===== src/rtl/bit_pattern_gen_pkg.sv =====
// ============================================================================
// Module      : bit_pattern_gen_pkg
// Description : Shared definitions for the serial bit-pattern generators.
//               Holds the FSM state encodings and the default widths so the
//               top level, its sub-module, sibling generators and benches all
//               agree on the same values.
// Revision    : 1.0 - initial release
// ----------------------------------------------------------------------------
// Contents    : ST_IDLE / ST_RUN   - one-bit state encodings
//               DEF_PAT_W          - default maximum pattern length (bits)
//               DEF_LEN_W          - default width of the length field
//               DEF_HOLD_W         - default width of the per-bit hold count
// ============================================================================
`timescale 1ns/1ps
`default_nettype none

package bit_pattern_gen_pkg;

  localparam logic [0:0] ST_IDLE = 1'b0;
  localparam logic [0:0] ST_RUN  = 1'b1;

  localparam int DEF_PAT_W  = 8;
  localparam int DEF_LEN_W  = 4;
  localparam int DEF_HOLD_W = 8;

endpackage : bit_pattern_gen_pkg

`default_nettype wire


===== src/rtl/bit_pattern_gen_hold_timer.sv =====
// ============================================================================
// Module      : hold_timer
// Description : Loadable down-counter that measures how long each pattern bit
//               stays on the output. Loading takes priority over counting;
//               the counter parks at zero and reports expiry while there.
// Revision    : 1.0 - initial release
// ----------------------------------------------------------------------------
// Ports       : clk       in  1       - clock, rising edge
//               rst_n     in  1       - asynchronous active-low reset
//               load      in  1       - load load_val on the next edge
//               load_val  in  HOLD_W  - value to load (cycles remaining - 1)
//               expire    out 1       - counter is at zero
// ============================================================================
`timescale 1ns/1ps
`default_nettype none

module hold_timer
  import bit_pattern_gen_pkg::*;
#(
  parameter int HOLD_W = DEF_HOLD_W
) (
  input  logic              clk,
  input  logic              rst_n,
  input  logic              load,
  input  logic [HOLD_W-1:0] load_val,
  output logic              expire
);

  logic [HOLD_W-1:0] r_cnt;

  always_ff @(posedge clk or negedge rst_n) begin
    if (!rst_n) begin
      r_cnt <= '0;
    end else if (load) begin
      r_cnt <= load_val;
    end else if (r_cnt != '0) begin
      r_cnt <= r_cnt - HOLD_W'(1);
    end
  end

  // Derived straight from the counter register, so expiry is known at the
  // start of the cycle and the parent can act on it in the same cycle.
  assign expire = (r_cnt == '0);

endmodule : hold_timer

`default_nettype wire


===== src/rtl/bit_pattern_gen.sv =====
// ============================================================================
// Module      : bit_pattern_gen
// Description : Programmable serial bit-pattern generator. A pattern is
//               captured at start and shifted out LSB first, each bit held
//               for a programmable number of cycles, with one-shot or
//               looping playback and a start/busy/done handshake.
// Revision    : 1.0 - initial release
// ----------------------------------------------------------------------------
// Ports       : clk        in  1       - clock, rising edge
//               rst_n      in  1       - asynchronous active-low reset
//               start      in  1       - request playback (IDLE only)
//               stop       in  1       - synchronous abort while running
//               loop       in  1       - repeat pattern (sampled per pass end)
//               pattern    in  PAT_W   - bits to play, LSB first
//               len        in  LEN_W   - number of bits to play
//               hold       in  HOLD_W  - cycles per bit (0 behaves as 1)
//               bit_out    out 1       - registered serial output
//               bit_valid  out 1       - bit_out carries pattern data
//               bit_idx    out LEN_W   - index of the bit on bit_out
//               busy       out 1       - playback in progress
//               done       out 1       - one-cycle pulse on normal completion
// ============================================================================
`timescale 1ns/1ps
`default_nettype none

module bit_pattern_gen
  import bit_pattern_gen_pkg::*;
#(
  parameter int   PAT_W      = DEF_PAT_W,
  parameter int   LEN_W      = DEF_LEN_W,
  parameter int   HOLD_W     = DEF_HOLD_W,
  parameter logic IDLE_LEVEL = 1'b0
) (
  input  logic              clk,
  input  logic              rst_n,
  input  logic              start,
  input  logic              stop,
  input  logic              loop,
  input  logic [PAT_W-1:0]  pattern,
  input  logic [LEN_W-1:0]  len,
  input  logic [HOLD_W-1:0] hold,
  output logic              bit_out,
  output logic              bit_valid,
  output logic [LEN_W-1:0]  bit_idx,
  output logic              busy,
  output logic              done
);

  // --------------------------------------------------------------------------
  // State and shadow registers
  // --------------------------------------------------------------------------
  logic [0:0]        r_state;
  logic [PAT_W-1:0]  r_pat_q;
  logic [LEN_W-1:0]  r_len_q;
  logic [HOLD_W-1:0] r_hold_q;
  logic [LEN_W-1:0]  r_idx;
  logic              r_bit_out;
  logic              r_done;

  // --------------------------------------------------------------------------
  // Next-state wires
  // --------------------------------------------------------------------------
  logic [0:0]        w_state_nxt;
  logic              w_run;
  logic              w_accept;
  logic              w_expire;
  logic              w_tick;
  logic              w_last;
  logic              w_eop;
  logic              w_done_nxt;
  logic [LEN_W-1:0]  w_len_eff;
  logic [HOLD_W-1:0] w_hold_eff;
  logic [LEN_W-1:0]  w_idx_nxt;
  logic [PAT_W-1:0]  w_pat_nxt;
  logic              w_sel_bit;
  logic              w_load;
  logic [HOLD_W-1:0] w_load_val;

  // Length is clamped to the pattern width and a zero hold behaves as one
  // cycle, so the shadow registers always hold directly usable values.
  assign w_len_eff  = (len > LEN_W'(PAT_W)) ? LEN_W'(PAT_W) : len;
  assign w_hold_eff = (hold == '0) ? HOLD_W'(1) : hold;

  assign w_run    = (r_state == ST_RUN);
  assign w_accept = (r_state == ST_IDLE) && start && (len != '0);
  assign w_tick   = w_run && w_expire;
  assign w_last   = (r_idx == (r_len_q - LEN_W'(1)));
  assign w_eop    = w_tick && w_last;

  always_comb begin
    w_state_nxt = r_state;
    case (r_state)
      ST_IDLE: if (w_accept) w_state_nxt = ST_RUN;
      ST_RUN: begin
        // Abort wins over a simultaneous end of pass.
        if (stop) begin
          w_state_nxt = ST_IDLE;
        end else if (w_eop && !loop) begin
          w_state_nxt = ST_IDLE;
        end
      end
      default: w_state_nxt = ST_IDLE;
    endcase
  end

  assign w_done_nxt = w_eop && !loop && !stop;

  always_comb begin
    w_idx_nxt = r_idx;
    if ((w_state_nxt == ST_IDLE) || w_accept) begin
      w_idx_nxt = '0;
    end else if (w_tick) begin
      w_idx_nxt = w_last ? '0 : (r_idx + LEN_W'(1));
    end
  end

  // The output register is loaded from the *next* index and pattern, which
  // is what lets pattern[0] appear right after the accepting edge.
  assign w_pat_nxt = w_accept ? pattern : r_pat_q;

  always_comb begin
    w_sel_bit = IDLE_LEVEL;
    for (int i = 0; i < PAT_W; i++) begin
      if (w_idx_nxt == LEN_W'(i)) begin
        w_sel_bit = w_pat_nxt[i];
      end
    end
  end

  // The timer is reloaded on acceptance and at every bit boundary; between
  // boundaries it counts down on its own.
  assign w_load     = w_accept || w_tick;
  assign w_load_val = w_accept ? (w_hold_eff - HOLD_W'(1))
                               : (r_hold_q - HOLD_W'(1));

  hold_timer #(
    .HOLD_W (HOLD_W)
  ) u_hold_timer (
    .clk      (clk),
    .rst_n    (rst_n),
    .load     (w_load),
    .load_val (w_load_val),
    .expire   (w_expire)
  );

  // --------------------------------------------------------------------------
  // Sequential state
  // --------------------------------------------------------------------------
  always_ff @(posedge clk or negedge rst_n) begin
    if (!rst_n) begin
      r_state   <= ST_IDLE;
      r_pat_q   <= '0;
      r_len_q   <= '0;
      r_hold_q  <= '0;
      r_idx     <= '0;
      r_bit_out <= IDLE_LEVEL;
      r_done    <= 1'b0;
    end else begin
      r_state <= w_state_nxt;
      r_idx   <= w_idx_nxt;
      r_done  <= w_done_nxt;
      if (w_accept) begin
        r_pat_q  <= pattern;
        r_len_q  <= w_len_eff;
        r_hold_q <= w_hold_eff;
      end
      r_bit_out <= (w_state_nxt == ST_RUN) ? w_sel_bit : IDLE_LEVEL;
    end
  end

  assign bit_out   = r_bit_out;
  assign bit_valid = (r_state == ST_RUN);
  assign busy      = (r_state == ST_RUN);
  assign bit_idx   = r_idx;
  assign done      = r_done;

endmodule : bit_pattern_gen

`default_nettype wire

===== config.mk =====
export PLATFORM = sky130hd
export DESIGN_NAME = bit_pattern_gen
export DESIGN_NICKNAME = d
export VERILOG_FILES = /design/src/rtl/bit_pattern_gen_pkg.sv /design/src/rtl/bit_pattern_gen_hold_timer.sv /design/src/rtl/bit_pattern_gen.sv
export SDC_FILE = /design/constraint.sdc
export NUM_CORES = 1
export LEC_CHECK = 0
export CORE_MARGIN = 1
export CORE_UTILIZATION = 48
export CTS_CLUSTER_SIZE = 16
export DETAILED_ROUTE_END_ITERATION = 12
export GPL_TIMING_DRIVEN = 0
export PLACE_DENSITY_LB_ADDON = 0.25
export SETUP_SLACK_MARGIN = 0.5
export SKIP_CTS_REPAIR_TIMING = 1
export SYNTH_ARGS = -nofsm -noshare
export SYNTH_HDL_FRONTEND = slang
export SYNTH_SLANG_ARGS = --single-unit

===== constraint.sdc =====
create_clock -name clk -period 3.1 [get_ports clk]
set_input_delay 0.93 -clock clk [delete_from_list [all_inputs] [get_ports clk]]
set_output_delay 0.93 -clock clk [all_outputs]
set_load 0.005 [all_outputs]

==> impl_summary.log <==
INFO  metric htree_num_levels = 2
INFO  metric final_worst_setup_slack = ~0.31 ns
INFO  metric finalMaxSlewViolations = 0
INFO  metric synthTopCellsByCount = sky130_fd_sc_hd__dfrtp_1, sky130_fd_sc_hd__nand2_1, sky130_fd_sc_hd__o21ai_0
INFO  metric p_leak = 1.18 nW
INFO  metric floorplan.die.width = just under 70 um
INFO  metric skew = roughly 0.0093 ns
INFO  metric detail_route.wirelength = 4990 um
INFO  metric finalWeightedCongestion = around 0.86
INFO  metric placed_area = around 2500 um2
INFO  metric core_region = 4060 um2
INFO  metric muxShareOfSynthArea = approximately 3.6%
INFO  metric synth_largest_type_area_fraction = a little over two fifths
INFO  metric insertedDiodeCount = 0
INFO  metric element_type_at_the_critical_path_end = flip-flop
INFO  metric final_cell_area = between 2000 and 3000 um2
INFO  metric design_power_total = ~1.7 mW
INFO  metric die_height = just under 70 um
INFO  metric critical_path_peak_fanout = 6
INFO  metric slew_at_the_pin_closest_to_its_max_slew_limit = around 0.76 ns
INFO  metric synthDominantAreaCellType = sky130_fd_sc_hd__dfrtp_1
INFO  metric floorplan.die_area = approximately 4600 um2
INFO  metric grtUsageMet3 = 5.57%
INFO  metric clock_tree_from_tritoncts = yes
INFO  metric timing.max_slew.rel_slack = between 40 and 50%
INFO  metric pwr_density_cell = around 600 nW/um2
INFO  metric finalCritPeriodShare = between 80% and 90%
INFO  metric finalWorstPathRequiredPeriod = ~2.8 ns
INFO  metric cts_made_buffers = 5
INFO  metric drt_pre_antenna_iters = 4
INFO  metric worst_ep_arrival_time = between 2 and 3 ns
INFO  metric numPlacedInstances = 301
INFO  metric clock_buffer_depth = 2
INFO  metric synth_cell_type_count = 55
INFO  metric grt_pass1_vias = ~1700
INFO  metric grt_remaining_overflow = 0
INFO  metric synth-async-reset-ratio = 100%
INFO  metric timing.critical_path.from_type = primary input
INFO  metric grt_use_total = a little under a quarter
INFO  metric grt_pass1_wl = 7500 um
INFO  metric synth_fa_ha_area_share = under 10%
INFO  metric post_synth_xor_area_fraction = 4.26%
INFO  metric synth-compound-area-share = between 10% and 20%
INFO  metric ios = 33
INFO  metric synth.cell_area = between 2000 and 2500 um2
INFO  metric drcViolationCount = 0
INFO  metric hp-class = reg2reg
INFO  metric place.detailed.hpwl = roughly 3500 um
INFO  metric routed_via_density = 5.73
INFO  metric clk_pin_slew_worst_paths = ~0.070 ns
INFO  metric synth_top_family_by_area = simple AND/OR/NAND/NOR gates
INFO  metric timing.final.hold_violations = 0
INFO  metric areaGrowthSynthToFinish = 37.4%
INFO  metric synth.most_common_cell = sky130_fd_sc_hd__dfrtp_1
INFO  metric synth_enable_flop_cells = 0
INFO  metric initial_utilization = 50.7%
INFO  metric maxCapViolCount = 0
INFO  metric synth_seq_cells = 35
INFO  metric dominantRegCellSynth = sky130_fd_sc_hd__dfrtp_1
INFO  metric grt_use_met1 = about a quarter
INFO  metric drt_iter0_markers = 64
INFO  metric fin_hold_ws = just under 0.5 ns
INFO  metric rsz0062_at_grt = true
INFO  metric placementRows = 23
INFO  metric drt.antenna.violating_nets = 0
INFO  metric dp_worst_setup_slack = -0.496 ns
INFO  metric global_route.peak_usage_layer = met2
INFO  metric layoutNonFillerInstCount = approximately 320
INFO  metric synth_nets = around 250
INFO  metric grt.met2_usage = 39.4%
INFO  metric seq_area_frac_synth = 42.6%
INFO  metric antenna_found_initial = 0
INFO  metric post-route-util = a little over two thirds
INFO  metric post_synth_simple_gate_area = roughly a quarter
INFO  metric clock_sinks = 35
INFO  metric timing_worst_setup_path_type = in2reg
INFO  metric outcome = completed
INFO  metric setup_viol_count_final = 0
INFO  metric clk_latency = ~0.29 ns
INFO  metric final.fill_count = 312
INFO  metric post_detailed_route_wirelength_per_cell = roughly 15 um
INFO  metric drive_above_1_share = about a quarter
INFO  metric buffer_cell_driving_the_clock_tree_root = sky130_fd_sc_hd__clkbuf_8
INFO  metric ir_drop = around 0.00043 V
INFO  metric synth_warnings = 0
INFO  metric timing_limited_maximum_frequency = between 300 and 400 MHz
INFO  metric mapped_cells = around 220
INFO  metric post_synth_main_area_contributors = sky130_fd_sc_hd__dfrtp_1, sky130_fd_sc_hd__nand2_1, sky130_fd_sc_hd__o21ai_0
INFO  metric worst_ep_required_time = between 3 and 4 ns
INFO  metric maximum_number_of_pins_on_one_net_before_global_route_repair = 36
INFO  metric finalSetupTns = 0 ns
INFO  metric buffer_ports.inserted = 32
INFO  metric fin_nets = 299
INFO  metric avgSynthCellArea = between 9 and 10 um2
INFO  metric num_vias = ~1800
-- final timing paths --
path                                        from                     to  slack (ns)  cells past startpoint
setup / recovery                          len[1]  u_hold_timer.r_cnt[6]        0.31                     12
hold / removal                        r_pat_q[0]             r_pat_q[0]        0.49                      2
setup reg to reg           u_hold_timer.r_cnt[4]  u_hold_timer.r_cnt[6]        0.37                     10
hold reg to reg                       r_pat_q[0]             r_pat_q[0]        0.49                      2
max in group asynchronous                  rst_n             r_pat_q[1]        1.90                      1
min in group asynchronous                  rst_n             r_len_q[2]        0.71                      1
-- registers in the layout (all words and copies together) (netlist names) --
signal              flops
done                    1
r_hold_q                8
r_pat_q                 8
u_hold_timer.r_cnt      8
bit_out                 1
bit_valid               1
bit_idx                 4
r_len_q                 4
-- power breakdown --
part	total [mW]	internal, mW	switching, mW
sequential	0.670	0.571	0.0999
clock	0.320	0.158	0.163
combinational	0.664	0.322	0.342
total	1.65	1.05	0.604
-- worst max-delay path, stage by stage --
cell and delay (ns):
sky130_fd_sc_hd__buf_8 0.10, sky130_fd_sc_hd__or4_4 0.57, sky130_fd_sc_hd__buf_8 0.17, sky130_fd_sc_hd__nand2_8 0.07, sky130_fd_sc_hd__o21ai_4 0.07, sky130_fd_sc_hd__mux2_4 0.30
sky130_fd_sc_hd__inv_4 0.08, sky130_fd_sc_hd__ha_4 0.14, sky130_fd_sc_hd__inv_4 0.03, sky130_fd_sc_hd__a221oi_4 0.23, sky130_fd_sc_hd__a31o_2 0.20, sky130_fd_sc_hd__a21oi_2 0.04
-- cell usage in the layout, fill, tap and decap left out, types with 3 or more instances in the layout --
cell type,netlist,layout
sky130_fd_sc_hd__inv_1,8,6
sky130_fd_sc_hd__nand4_1,3,3
sky130_fd_sc_hd__o21ai_0,16,14
sky130_fd_sc_hd__nand2b_1,8,8
sky130_fd_sc_hd__nand2_1,30,29
sky130_fd_sc_hd__nor4_4,0,3
sky130_fd_sc_hd__or3_1,4,4
sky130_fd_sc_hd__nand3_1,12,11
sky130_fd_sc_hd__xnor2_1,5,5
sky130_fd_sc_hd__nor3_1,6,6
sky130_fd_sc_hd__mux2i_1,3,3
sky130_fd_sc_hd__dfrtp_1,35,35
sky130_fd_sc_hd__nor2_1,12,11
sky130_fd_sc_hd__buf_4,1,13
sky130_fd_sc_hd__clkdlybuf4s50_1,0,26
sky130_fd_sc_hd__a21oi_1,6,5
sky130_fd_sc_hd__clkbuf_1,5,3
sky130_fd_sc_hd__clkbuf_8,0,5
sky130_fd_sc_hd__xor2_1,5,5
sky130_fd_sc_hd__mux2_2,4,3
sky130_fd_sc_hd__o211ai_1,4,4
sky130_fd_sc_hd__buf_6,1,4
sky130_fd_sc_hd__or4_1,4,3
-- routing by layer --
layer	wire (um)	part of all wire (%)
met1	2220	45
met2	2510	50
met3	152	3.0
met4	102	2.0
met5	0	0
-- cell type report --
type	count	area (um2)	area share, %
Buffer	8	65.1	2.30
Timing Repair Buffer	45	423	15.0
Inverter	8	35.0	1.24
Multi-Input combinational cell	168	1280	45.4
Sequential cell	35	876	31.0
Clock buffer	7	76.3	2.70
Tap cell	50	62.6	2.21
Clock inverter	1	5.00	0.177
-- cell families (layout without fill, tap and decap cells) --
group	count (synthesis)	after routing
adders and majority gates	3	3
and+or+nand+nor	100	100
muxes	7	7
AOI/OAI and AO/OA	48	48
xor gates and xnor gates	10	10
buffers and inverters	16	69
DFF	35	35
No activity file was read; power rests on OpenSTA's default activity.
==> RTL edit, RTL diff (same flow settings) <==
Register the outputs `bit_valid` and `busy`, with the module's reset; this adds one clock of latency there. The other outputs are not delayed to match.
--- a/src/rtl/bit_pattern_gen.sv
+++ b/src/rtl/bit_pattern_gen.sv
@@ -170,6 +170,13 @@
 
   assign bit_out   = r_bit_out;
-  assign bit_valid = (r_state == ST_RUN);
-  assign busy      = (r_state == ST_RUN);
+  always_ff @(posedge clk or negedge rst_n) begin
+    if (!rst_n) begin
+      bit_valid <= '0;
+      busy      <= '0;
+    end else begin
+      bit_valid <= (r_state == ST_RUN);
+      busy      <= (r_state == ST_RUN);
+    end
+  end
   assign bit_idx   = r_idx;
   assign done      = r_done;
Check against the original RTL: not equivalent (Yosys sat finds a counterexample within 4 cycles, from zero or initial values and one cycle with rst_n low).
==> RTL edit against the unedited design <==
- total power up 6.6%
- sequential cell count up 1
- routed wire length up 11%
- synthesized area up 1.2%
- cell area up 2.6%
- setup slack worse by 0.012 ns
- via count up 5.3%
- non-clock buffer count up 6
- critical path type unchanged
- largest cell class unchanged
- largest power group is now combinational cells
- highest routed layer unchanged
==> RTL edit: results (changes against the unedited design) <==
| Metric | Value |
|---|---|
| Largest net degree at the start of global routing | `37 (+2.8%)` |
| HPWL Detailed | `3700 um (+5.8%)` |
| Post-DP Area | `2520 sq um (+1.0%)` |
| Least-Margin Pin Slew | `0.799 ns (+0.0359 ns)` |
| Vias in the first global route | `1,759 (+4.7%)` |
| Dpl cells | `302 (+0.33%)` |
| Sequential area share after synthesis | `43.2% (+0.69 points)` |
| Top_reg_cell synth | `dfrtp_1` |
| Yosys warnings | `0 (unchanged)` |
| Switching Share | `36.3% (-0.25 points)` |
| Routed len/inst | `16.8 um (+8.4%)` |
| Worst Skew | `0.00920 ns (-0.000150 ns)` |
| Worst vdd ir | `335 uV (-23%)` |
| GR Util All Layers | `25.1% (+2.5 points)` |
| Reg2Reg Launch Point | `u_hold_timer.r_cnt[1]` |
| Outcome | `complete, no violations` |
| Min-delay src | `r_pat_q[7]` |
| Syn Area/Cell | `9.47 sq um (+0.76%)` |
| Via count | `1,944 (+5.3%)` |
| Iteration-0 DRC Markers | `157 (+150%)` |
| Final net count | `306 (+2.3%)` |
| Synth top cells by count | `dfrtp_1 (36), nand2_1 (30), o21ai_0 (16)` |
| # diodes | `0 (unchanged)` |
| Final-layout fill cell count | `308 (-1.3%)` |
| First-pass GRT wire length | `8370 um (+12%)` |
| Max FO, Critical Path | `10 (+4)` |
| Gp weighted congestion | `0.913 (+6.1%)` |
| Crit path from | `len[3]` |
| Final non-filler cell total | `329 (+2.2%)` |
| Lkg Pwr | `0.00123 uW (+4.3%)` |
| Layout cells sized above 1 | `25.1% (+1.6 points)` |
| Data arrival time of the worst path | `3.02 ns (+0.08 ns)` |
| Syn nets | `248 (+0.40%)` |
| Top post-synthesis cells by area | `dfrtp_1 (43%), nand2_1 (5.4%), o21ai_0 (3.8%), nand3_1 (2.9%), nand2b_1 (2.4%)` |
RTL edit: cell types whose count changed after synthesis, sizes merged:
cell   before  now
dfrtp      35   36
RTL edit: metal layers:
layer	track usage (%)	vias up	wire [um]
li1	-	917	-
met1	33.1	957	2530
met2	40.5	62	2700
met3	5.83	8	216
met4	8.59	0	78
met5	0	-	0
RTL edit: metrics by stage:
stage / hold slack (ns) / worst slack, ns / utilization (%)
finish: 0.481 / 0.302 / 71.0
global route: 0.513 / 0.220 / 71.0
CTS: 0.487 / -0.240 / 64.0
detailed placement: 0.468 / -0.548 / 61.7
global placement: 0.461 / -0.500 / 61.8
floorplan: 0.437 / 0.210 / -
RTL edit: area by class of cell:
class | count | share of cell area (%)
tap | 50 | 2.16
inverter | 8 | 1.21
buffer | 8 | 2.29
clock inverter | 2 | 0.345
multi-input combinational | 168 | 44.0
timing repair buffer | 51 | 16.1
clock buffer | 6 | 2.85
sequential | 36 | 31.1
RTL edit: worst paths after layout:
kind / endpoint / slack, ns / depth (start not counted)
min in group asynchronous: r_pat_q[3] / 0.72 / 1
worst min register to register: r_pat_q[7] / 0.48 / 2
worst max-delay path: u_hold_timer.r_cnt[7] / 0.30 / 9
worst min-delay path: r_pat_q[7] / 0.48 / 2
worst max register to register: u_hold_timer.r_cnt[6] / 0.35 / 10
max in group asynchronous: u_hold_timer.r_cnt[1] / 1.82 / 1
RTL edit: critical path: stages:
cell	delay (ns)
buf_4	0.14
or4_4	0.52
buf_8	0.17
nand2_8	0.08
clkbuf_2	0.27
mux2_2	0.40
mux2i_1	0.22
o21ai_0	0.14
mux2i_1	0.14
RTL edit: power groups by stage:
stage | combinational (uW) | sequential (uW) | clock [uW]
after global placement | 559 | 660 | 0
after CTS | 575 | 657 | 352
after global routing | 806 | 692 | 378
final | 733 | 678 | 352
after detailed placement | 571 | 665 | 0
after floorplan | 433 | 641 | 0
RTL edit: cells by family (layout without fill, tap and decap cells):
family          count (synthesis)  after routing  synth area share [%]
mux                             7              7                  3.60
fa+ha+maj                       3              3                  1.80
buf+inv                        16             75                  3.48
xor+xnor                       10             10                  4.20
compound gates                 48             48                  17.3
flops                          36             36                  43.2
simple gates                  100            100                  26.4
